[src/rtl/demux_1to2_buf_pkg.sv]
// Shared definitions for the 1:2 buffered demultiplexer.
//   DEF_SIZE  - default data word width
//   DEF_DEPTH - default entries per output FIFO (power of two, >= 2)
//   clog2()   - constant function sizing pointers and occupancy counts
package demux_1to2_buf_pkg;

  localparam int DEF_SIZE  = 32;
  localparam int DEF_DEPTH = 2;

  function automatic int clog2(input int v);
    int r;
    r = 0;
    for (int i = 0; i < 31; i++) begin
      if ((1 << i) < v) r = i + 1;
    end
    return r;
  endfunction

endpackage

[src/rtl/demux_1to2_buf_fifo_sync.sv]
// Synchronous FIFO used for each output channel of demux_1to2_buf.
// Ports:
//   clk_i, rst_i - clock, synchronous active-high reset (pointers/count only)
//   push, wdata  - write request and word; ignored while full
//   pop          - read request; ignored while empty
//   rdata        - head-of-queue word, reads as zero while empty
//   full, empty  - occupancy flags
//   count        - occupancy, 0..depth
module fifo_sync
  import demux_1to2_buf_pkg::*;
#(
  parameter int size  = DEF_SIZE,
  parameter int depth = DEF_DEPTH,
  localparam int AW   = clog2(depth),
  localparam int CW   = AW + 1
) (
  input  logic            clk_i,
  input  logic            rst_i,
  input  logic            push,
  input  logic            pop,
  input  logic [size-1:0] wdata,
  output logic [size-1:0] rdata,
  output logic            full,
  output logic            empty,
  output logic [CW-1:0]   count
);

  localparam logic [CW-1:0] FULL_CNT = CW'(depth);

  logic [size-1:0] mem [depth];
  logic [AW-1:0]   wptr;
  logic [AW-1:0]   rptr;
  logic            do_push;
  logic            do_pop;

  assign full    = (count == FULL_CNT);
  assign empty   = (count == '0);
  assign do_push = push & ~full;
  assign do_pop  = pop & ~empty;

  // Storage is not reset; gating rdata on empty gives a zero head word after
  // reset without clearing the array.
  assign rdata = empty ? '0 : mem[rptr];

  // Pointers wrap naturally because depth is a power of two.
  always_ff @(posedge clk_i) begin
    if (rst_i) begin
      wptr  <= '0;
      rptr  <= '0;
      count <= '0;
    end else begin
      if (do_push) wptr <= wptr + 1'b1;
      if (do_pop)  rptr <= rptr + 1'b1;
      case ({do_push, do_pop})
        2'b10:   count <= count + 1'b1;
        2'b01:   count <= count - 1'b1;
        default: count <= count;
      endcase
    end
  end

  always_ff @(posedge clk_i) begin
    if (do_push && !rst_i) mem[wptr] <= wdata;
  end

endmodule

[src/rtl/demux_1to2_buf.sv]
// 1:2 demultiplexer with an independent FIFO per output channel, so each
// consumer can stall on its own.
// Ports:
//   clk_i, rst_i              - clock, synchronous active-high reset
//   data_i, valid_i, select_i - producer word, valid, destination (0/1)
//   ready_o                   - selected channel has room
//   data0_o, valid0_o, ready0_i, count0_o - channel 0 output and occupancy
//   data1_o, valid1_o, ready1_i, count1_o - channel 1 output and occupancy
module demux_1to2_buf
  import demux_1to2_buf_pkg::*;
#(
  parameter int size  = DEF_SIZE,
  parameter int depth = DEF_DEPTH
) (
  input  logic                  clk_i,
  input  logic                  rst_i,
  input  logic [size-1:0]       data_i,
  input  logic                  valid_i,
  input  logic                  select_i,
  output logic                  ready_o,
  output logic [size-1:0]       data0_o,
  output logic                  valid0_o,
  input  logic                  ready0_i,
  output logic [size-1:0]       data1_o,
  output logic                  valid1_o,
  input  logic                  ready1_i,
  output logic [clog2(depth):0] count0_o,
  output logic [clog2(depth):0] count1_o
);

  logic full0, full1;
  logic empty0, empty1;
  logic push0, push1;

  // A full channel refuses input even if it pops this cycle (no bypass).
  assign ready_o = select_i ? ~full1 : ~full0;
  assign push0   = valid_i & ~select_i & ~full0;
  assign push1   = valid_i &  select_i & ~full1;

  assign valid0_o = ~empty0;
  assign valid1_o = ~empty1;

  fifo_sync #(.size(size), .depth(depth)) u_fifo0 (
    .clk_i (clk_i),
    .rst_i (rst_i),
    .push  (push0),
    .pop   (ready0_i),
    .wdata (data_i),
    .rdata (data0_o),
    .full  (full0),
    .empty (empty0),
    .count (count0_o)
  );

  fifo_sync #(.size(size), .depth(depth)) u_fifo1 (
    .clk_i (clk_i),
    .rst_i (rst_i),
    .push  (push1),
    .pop   (ready1_i),
    .wdata (data_i),
    .rdata (data1_o),
    .full  (full1),
    .empty (empty1),
    .count (count1_o)
  );

endmodule

[config.mk]
export PLATFORM = sky130hd
export DESIGN_NAME = demux_1to2_buf
export DESIGN_NICKNAME = d
export VERILOG_FILES = /design/src/rtl/demux_1to2_buf_pkg.sv /design/src/rtl/demux_1to2_buf_fifo_sync.sv /design/src/rtl/demux_1to2_buf.sv
export SDC_FILE = /design/constraint.sdc
export NUM_CORES = 1
export LEC_CHECK = 0
export BUFFER_PORTS_ARGS = -buffer_cell sky130_fd_sc_hd__clkbuf_2
export CAP_MARGIN = 40
export CORE_ASPECT_RATIO = 0.8
export CORE_UTILIZATION = 35
export CTS_BUF_LIST = sky130_fd_sc_hd__clkbuf_4
export DETAILED_ROUTE_END_ITERATION = 10
export PLACE_DENSITY = 0.53
export RECOVER_POWER = 50
export SETUP_SLACK_MARGIN = 0.5
export SYNTH_ARGS = -nofsm -noshare
export SYNTH_HDL_FRONTEND = slang
export SYNTH_HIERARCHICAL = 1
export SYNTH_SLANG_ARGS = --single-unit
[constraint.sdc]
create_clock -name clk_i -period 4.5 [get_ports clk_i]
set_clock_uncertainty 0.05 [all_clocks]
set_input_delay 0.9 -clock clk_i [delete_from_list [all_inputs] [get_ports clk_i]]
set_output_delay 0.9 -clock clk_i [all_outputs]
set_load 0.01 [all_outputs]
**Word-level counts from Yosys, hierarchy flattened**

Memory sizes are Yosys's and may differ from the RTL's. A register that Yosys moved wholly into a read port is not among the register bits.
Index checks and enable logic that the tools add are counted.

- Add/sub/neg operators: 8
- $mul: 0
- Divide/modulo/power cells: 0
- Magnitude comparators: 0
- Eq/ne operators: 6
- Shift-type cells: 0
- Mux-type cells: 13
- Bitwise gates (word level): 13
- Reduce and logical (&&, ||, !) cells: 7

Operators by type and width:

| operator | count |
|---|---|
| 32-bit two-way mux | 2 |
| 1-bit two-way mux | 9 |
| 1-bit AND | 8 |
| 2-bit equality test (second input constant) | 4 |
| 2-bit case mux with 2 select lines | 2 |
| 1-bit inverter | 5 |
| 1-bit adder (second input constant) | 4 |
| 2-bit by 1-bit adder with 2-bit output (second input constant) | 2 |
| 2-bit by 1-bit equality test with 1-bit output (second input constant) | 2 |
| 2-bit zero test | 2 |
| 2-bit nonzero test | 2 |
| 2-bit by 1-bit subtractor with 2-bit output (second input constant) | 2 |
| 1-bit logical AND | 2 |
| 1-bit zero test | 1 |

- Register bits after elaboration: 8
- Latch bits: 0
- Bits in writable memories: 128
- ROM bits: 0
- Bits of input ports: 38
- Output and inout bits: 71
- Memories: 2

Memory list:

| memory | words | width | rd ports | clocked after memory_dff | wr ports | RTL line | text |
|---|---|---|---|---|---|---|---|
| u_fifo0.mem | 2 | 32 | 1 | 1 | 1 | demux_1to2_buf_fifo_sync.sv:30 | `logic [size-1:0] mem [depth];` |
| u_fifo1.mem | 2 | 32 | 1 | 1 | 1 | demux_1to2_buf_fifo_sync.sv:30 |  |

**Logic depth before layout (Yosys ltp)**

Gate-level depths: netlist of the first run.

- Depth after elaboration: 7
- Mapped depth: 7

**By module**

The synthesis of the first run kept the hierarchy.

By module, submodules not included:

| module | instances | cells each | area each (sq um) | seq. area each (sq um) |
|---|---|---|---|---|
| fifo_sync | 2 | 161 | 2,621.3 | 2,021.9 |
| demux_1to2_buf | 1 | 5 | 33.8 | 0.0 |

**Worst setup path before layout of the first run**

Ideal clock, no wire load.

- Path type: input port to flip-flop
- Start point: input port select_i
- End point: memory u_fifo0/mem[1][0] (netlist name), enable pin
- Library setup time: 0.468 ns
- Data arrival time: 3.643 ns
- Required time: 3.982 ns
- Path slack: 0.339 ns
- Cell stages on the path: 3
- Path buffers: 0
- Cells stage by stage: nor3b_1 > nand2b_1 > nor3b_1

- Cells in the longest elaborated chain, start to end: 7

RTL lines:

| item | RTL line | text |
|---|---|---|
| start: declaration | demux_1to2_buf.sv:19 | `input logic select_i,` |
| 1-bit inverter | demux_1to2_buf.sv:37 | `assign push0 = valid_i & ~select_i & ~full0;` |
| 1-bit AND (2 in a row) | demux_1to2_buf.sv:37 |  |
| 1-bit AND | demux_1to2_buf_fifo_sync.sv:38 | `assign do_push = push & ~full;` |
| 1-bit logical AND | demux_1to2_buf_fifo_sync.sv:63 | `if (do_push && !rst_i) mem[wptr] <= wdata;` |
| 1-bit two-way mux | demux_1to2_buf_fifo_sync.sv:63 |  |
| 1-bit two-way mux (implied by the code) | demux_1to2_buf_fifo_sync.sv:63 |  |
| end: declaration | demux_1to2_buf_fifo_sync.sv:30 |  |

No other way between the ends.

**Worst setup path after layout of the first run**

- Start point: register u_fifo1.count[0]
- End point: memory u_fifo1/mem[0][14] (netlist name), enable pin

- Cells in the longest elaborated chain, start to end: 7

RTL lines:

| item | RTL line | text |
|---|---|---|
| start: declaration | demux_1to2_buf_fifo_sync.sv:25 | `output logic [CW-1:0] count` |
| start signal: assignment | demux_1to2_buf_fifo_sync.sv:55 | `2'b10: count <= count + 1'b1;` |
| start signal: assignment | demux_1to2_buf_fifo_sync.sv:56 | `2'b01: count <= count - 1'b1;` |
| start signal: assignment | demux_1to2_buf_fifo_sync.sv:57 | `default: count <= count;` |
| 2-bit equality test | demux_1to2_buf_fifo_sync.sv:36 | `assign full = (count == FULL_CNT);` |
| net full1 | demux_1to2_buf.sv:31 | `logic full0, full1;` |
| 1-bit inverter | demux_1to2_buf.sv:38 | `assign push1 = valid_i & select_i & ~full1;` |
| 1-bit AND | demux_1to2_buf.sv:38 |  |
| net push1 | demux_1to2_buf.sv:33 | `logic push0, push1;` |
| 1-bit AND | demux_1to2_buf_fifo_sync.sv:38 |  |
| 1-bit logical AND | demux_1to2_buf_fifo_sync.sv:63 |  |
| 1-bit two-way mux | demux_1to2_buf_fifo_sync.sv:63 |  |
| 1-bit two-way mux (implied by the code) | demux_1to2_buf_fifo_sync.sv:63 |  |
| end: declaration | demux_1to2_buf_fifo_sync.sv:30 |  |

The timed path passes the listed nets, and every way through them passes these cells.

==> results.yml, run 1 <==
sta:
  slew_viol_final: 33
  fin_crit_ns: 3.24
  setup_violations: 0
  rsz0062_at_grt: "no"
  fmax_ghz: 0.309
  fin_crit_sh_pct: 71.9
  fin_tns_setup_ns: 0
  tightest_slew_ns: 2.17
  finalHoldViolCount: 0
  slew_headroom_pct: -44.7
clock_network:
  cts_buffers: 17
  clkLatencyLatePin_ns: 0.51
  cts_tree: "yes"
  cts_sinks: 138
  clkTransAtPathRegs_ns: 0.12
  ctsHoldBuffers: 0
  cts_resized: 0
  cts_setup_buffers: 0
  htree_levels: 4
  clockRootBuffer: "clkbuf_4"
  cts_buffer_depth: 2
detailed_routing:
  totalWireLength_um: 10800
  viasPerCell: 4.60
  wire_per_inst_um: 16.7
  firstDrtPassIters: 4
  drc: 0
  wl_met1_um: 5240
  wl_met3_um: 770
  ant_nets: 0
  top_layer: "met4"
  drtIter0Drc: 138
  via_count: 2977
  wl_met2_um: 4740
finish:
  fill_cells: 1363
  layout_commonest_cell: "edfxtp_1"
  final_area_um2: 6390
  drive_gt1_share_pct: 25.7
  layout_common_cells: "128 x edfxtp_1, 76 x clkbuf_2, 70 x nor2_1, 65 x mux2i_1, 35 x clkbuf_1"
  diodes: 0
  seqCellArea_um2: 4050
  area_growth_pct: 21.1
  fin_nets: 490
  multi_input_area_um2: 1180
setup_path:
  cp_max_fo: 32
  path_class: "reg -> reg"
  cp-end-kind: "register"
  crit_arrival_ns: 3.27
  critPathLaunchType: "register"
  required_ns: 4.53
placement:
  place_hpwl_um: 7100
  port_buffers: 108
  dpl_cell_area_um2: 6190
  place_congestion: 0.706
global_routing:
  grt_pass1_wl_um: 16700
  grt_max_degree: 33
  track_usage_pct: 14.7
  grt_overflow: 0
  antenna_found_initial: 0
  grt_pass1_vias: 3029
die:
  ioPinCount: 109
  core_um2: 14500
  die_y_um: 112
  die_area_um2: 15600
  row_count: 39
  fp.dieW_um: 139
  initial_utilization_pct: 36.4
pwr:
  power.leakage_uw: 0.00225
  ir_drop_v: 0.000279
  powerDensity_nw_per_um2: 532
status:
  violations: "capacitance limit, slew limit"
  outcome: "finished, violations left"
synthesis:
  synth_area_um2: 5280
  syn_area_per_cell_um2: 16.1
  synth_area_leaders: "edfxtp_1 73%, mux2i_1 12%, nor2_1 5.1%, dfxtp_1 3.8%, buf_2 1.3%"
  yosysTopAreaCell: "edfxtp_1"
  synth_nets: 367
  yosys_warnings: 6
  synth_seq_area_share_pct: 76.6
  ys_types: 17
  synth_top_area_share_pct: 72.8
  synthCells: 327
  ys_ff_latch: 138
run:
  max_cap_viol_count: 1
hold_path:
  min_path_type: "reg -> reg"
==> critical path, stage by stage, from the launching register on <==
cell	delay, ns
dfxtp_1	0.51
nor2b_1	0.14
and3b_1	0.25
nand2b_1	0.15
nor3_2	0.13
clkbuf_1	1.57
==> final cells by class <==
| cell class | count | area share, % |
|---|---|---|
| sequential | 138 | 63.3 |
| tap | 184 | 3.60 |
| clock buffer | 18 | 2.12 |
| inverter | 6 | 0.353 |
| timing repair buffer | 118 | 10.0 |
| multi-input combinational | 169 | 18.5 |
| clock inverter | 14 | 2.04 |
==> per-stage QoR <==
step | hold WS, ns | worst slack, ns | instances | power, uW | utilization, %
floorplan | 0.410 | 0.519 | 327 | 2200 | -
detailed placement | 0.448 | 1.97 | 615 | 2700 | 42.7
global placement | 0.437 | 1.55 | 610 | 2610 | 41.9
finish | 0.470 | 1.26 | 647 | 3400 | 44.1
global route | 0.513 | 0.992 | 647 | 3600 | 44.1
CTS | 0.480 | 1.50 | 647 | 3460 | 44.5
==> metal layers <==
layer | up-vias | GRT usage, %
li1 | 1440 | -
met1 | 1440 | 20.0
met2 | 89 | 22.3
met3 | 8 | 6.02
met4 | 0 | 2.89
met5 | - | 0
==> flip-flops by register name, indices dropped and copies added (netlist names), named ones only <==
| register | count |
|---|---|
| u_fifo1/mem | 64 |
| u_fifo0/rptr | 1 |
| u_fifo1/wptr | 1 |
| u_fifo1/count | 2 |
| u_fifo0/wptr | 1 |
| u_fifo0/count | 2 |
| u_fifo1/rptr | 1 |
| u_fifo0/mem | 64 |
==> where the power goes <==
part | total (uW) | switching [uW] | internal (uW)
combinational | 1050 | 603 | 451
sequential | 1590 | 96.9 | 1490
clock | 752 | 423 | 329
total | 3400 | 1120 | 2270
==> synthesized netlist by cell type (all sizes together) <==
library cell  count
xnor2             2
edfxtp          128
buf              14
nor3b             3
a21oi             4
nand2b            2
xor2              4
or3               4
nor2b             2
dfxtp            10
o21ai             6
and3b             1
nor2             72
nor3              2
inv               6
ha                2
mux2i            65
==> path summary, 6_finish.rpt <==
path                                        from                 end  slack (ns)  depth (start not counted)
worst min register to register      u_fifo1/rptr        u_fifo1/rptr        0.47                          2
worst max-delay path            u_fifo1/count[0]  u_fifo1/mem[0][14]        1.26                          5
worst max register to register  u_fifo1/count[0]  u_fifo1/mem[0][14]        1.26                          5
worst min-delay path                u_fifo1/rptr        u_fifo1/rptr        0.47                          2
==> kinds of logic after synthesis <==
kind of cell | after synthesis | synth area share (%)
fa+ha+maj | 2 | 0.474
simple gates | 86 | 6.85
xor+xnor | 6 | 0.996
compound gates | 10 | 0.949
buf+inv | 20 | 1.75
flops | 138 | 76.6
mux | 65 | 12.3
(Power assumes the default switching activity.)
==> run 2: changes to the inputs <==
==> constraint.sdc (replaced) <==
create_clock -name clk_i -period 3.3 [get_ports clk_i]
set_clock_uncertainty 0.05 [all_clocks]
set_input_delay 0.66 -clock clk_i [delete_from_list [all_inputs] [get_ports clk_i]]
set_output_delay 0.66 -clock clk_i [all_outputs]
set_load 0.01 [all_outputs]
==> results.yml, run 2 (synthesis results as in run 1) <==
finish:
  diodes: 0
  fill_cells: 1353
  layout_commonest_cell: "edfxtp_1"
  final_area_um2: 6460
  drive_gt1_share_pct: 26.3
  fin_nets: 491
  fin_util_pct: 44.6
  layout_common_cells: "128 x edfxtp_1, 73 x clkbuf_2, 70 x nor2_1, 65 x mux2i_1, 36 x clkbuf_1"
  area_growth_pct: 22.5
  largest_registers: "u_fifo0/mem x64, u_fifo1/mem x64"
global_routing:
  track_usage_pct: 14.6
  grt_pass1_vias: 3002
  grt_pass1_wl_um: 16800
  antenna_found_initial: 0
  grt_overflow: 0
  grt_max_degree: 34
sta:
  tightest_slew_ns: 1.03
  slew_headroom_pct: 31.5
  fmax_ghz: 0.386
  rsz0062_at_grt: "no"
  slew_viol_final: 0
  setup_violations: 0
  fin_tns_setup_ns: 0
  fin_crit_ns: 2.59
  fin_crit_sh_pct: 78.4
  finalHoldViolCount: 0
detailed_routing:
  drc: 0
  totalWireLength_um: 11400
  drtIter0Drc: 179
  ant_nets: 0
  viasPerCell: 4.67
  via_count: 3019
  firstDrtPassIters: 4
  wire_per_inst_um: 17.6
clock_network:
  clkLatencyLatePin_ns: 0.51
  cts_sinks: 138
  cts_tree: "yes"
  htree_levels: 4
  clkTransAtPathRegs_ns: 0.13
  clockRootBuffer: "clkbuf_4"
  cts_buffer_depth: 2
  cts_setup_buffers: 0
  cts_buffers: 17
  ctsHoldBuffers: 0
hold_path:
  min_path_type: "in -> reg"
  hold_end: "u_fifo1/mem[1][13]"
  hp-start: "data_i[13]"
  whs_path_depth: 1
setup_path:
  critPathLaunchType: "register"
  path_class: "reg -> out"
  rrSetupSlack_ns: 0.73
  required_ns: 2.59
  r2r_cells: 5
  crit_arrival_ns: 1.88
  cp_max_fo: 16
  cp-end-kind: "output pin"
  r2r-end: "u_fifo1/mem[0][25]"
  r2r_start: "u_fifo1/count[0]"
die:
  row_count: 39
  ioPinCount: 109
  initial_utilization_pct: 36.4
  core_um2: 14500
  die_area_um2: 15600
  fp.dieW_um: 139
  die_y_um: 112
pwr:
  powerDensity_nw_per_um2: 772
  power.leakage_uw: 0.00228
  power_uw: 4990
  ir_drop_v: 0.000309
placement:
  place_hpwl_um: 6860
  dpl_cell_area_um2: 6110
  port_buffers: 108
  place_congestion: 0.722
run:
  max_cap_viol_count: 0
status:
  outcome: "completed"
==> run 2: power breakdown <==
group | total [uW] | switching (uW) | internal (uW)
registers | 2190 | 153 | 2040
logic | 1370 | 830 | 543
clock network | 1430 | 596 | 832
total | 4990 | 1580 | 3410
==> run 2: how the worst max path moves through the flow <==
| stage | startpoint | endpoint | depth (start not counted) |
|---|---|---|---|
| 2_1_floorplan | select_i | u_fifo0/mem[1][0] | 3 |
| 3_3_place_gp | select_i | u_fifo0/mem[1][20] | 5 |
| 5_1_grt | register | data0_o[7] | 4 |
| 3_5_place_dp | select_i | u_fifo0/mem[1][18] | 5 |
| 6_report | register | data0_o[9] | 4 |
| 4_1_cts | u_fifo0/count[0] | data0_o[31] | 3 |
==> run 2: critical path, stage by stage (launching register included) <==
cell      delay, ns
dfxtp_2        0.51
buf_4          0.36
mux2i_1        0.23
nor2_1         0.09
clkbuf_2       0.16
==> run 2: per-layer routing <==
layer	track usage [%]	wire length, um
met1	21.3	5640
met4	5.78	111
met3	4.26	677
met5	0	0
met2	20.4	4970
==> run 2: final cells by class <==
cell class              instances  area (um2)  area share, %
well taps                     184         230           3.56
multi-input cells             171        1220           18.8
inverters                       6        22.5          0.348
clock inverters                13         249           3.85
repair buffers                117         561           8.67
clock buffers                  18         135           2.09
flip-flops and latches        138        4050           62.6
==> run 2: repair_timing <==
| action | in CTS | in global routing |
|---|---|---|
| resized for setup | 1 | 1 |
| endpoints found under the setup margin | 13 | 41 |
| gates cloned | 0 | 2 |
| pin swaps | 0 | 2 |
==> run 2: through the flow <==
stage	hold slack (ns)	cells	setup WS, ns
after floorplan	0.421	327	0.490
after global placement	0.435	614	0.932
after detailed placement	0.438	614	0.898
after CTS	0.271	645	0.478
after global routing	0.324	647	0.519
final	0.373	647	0.712
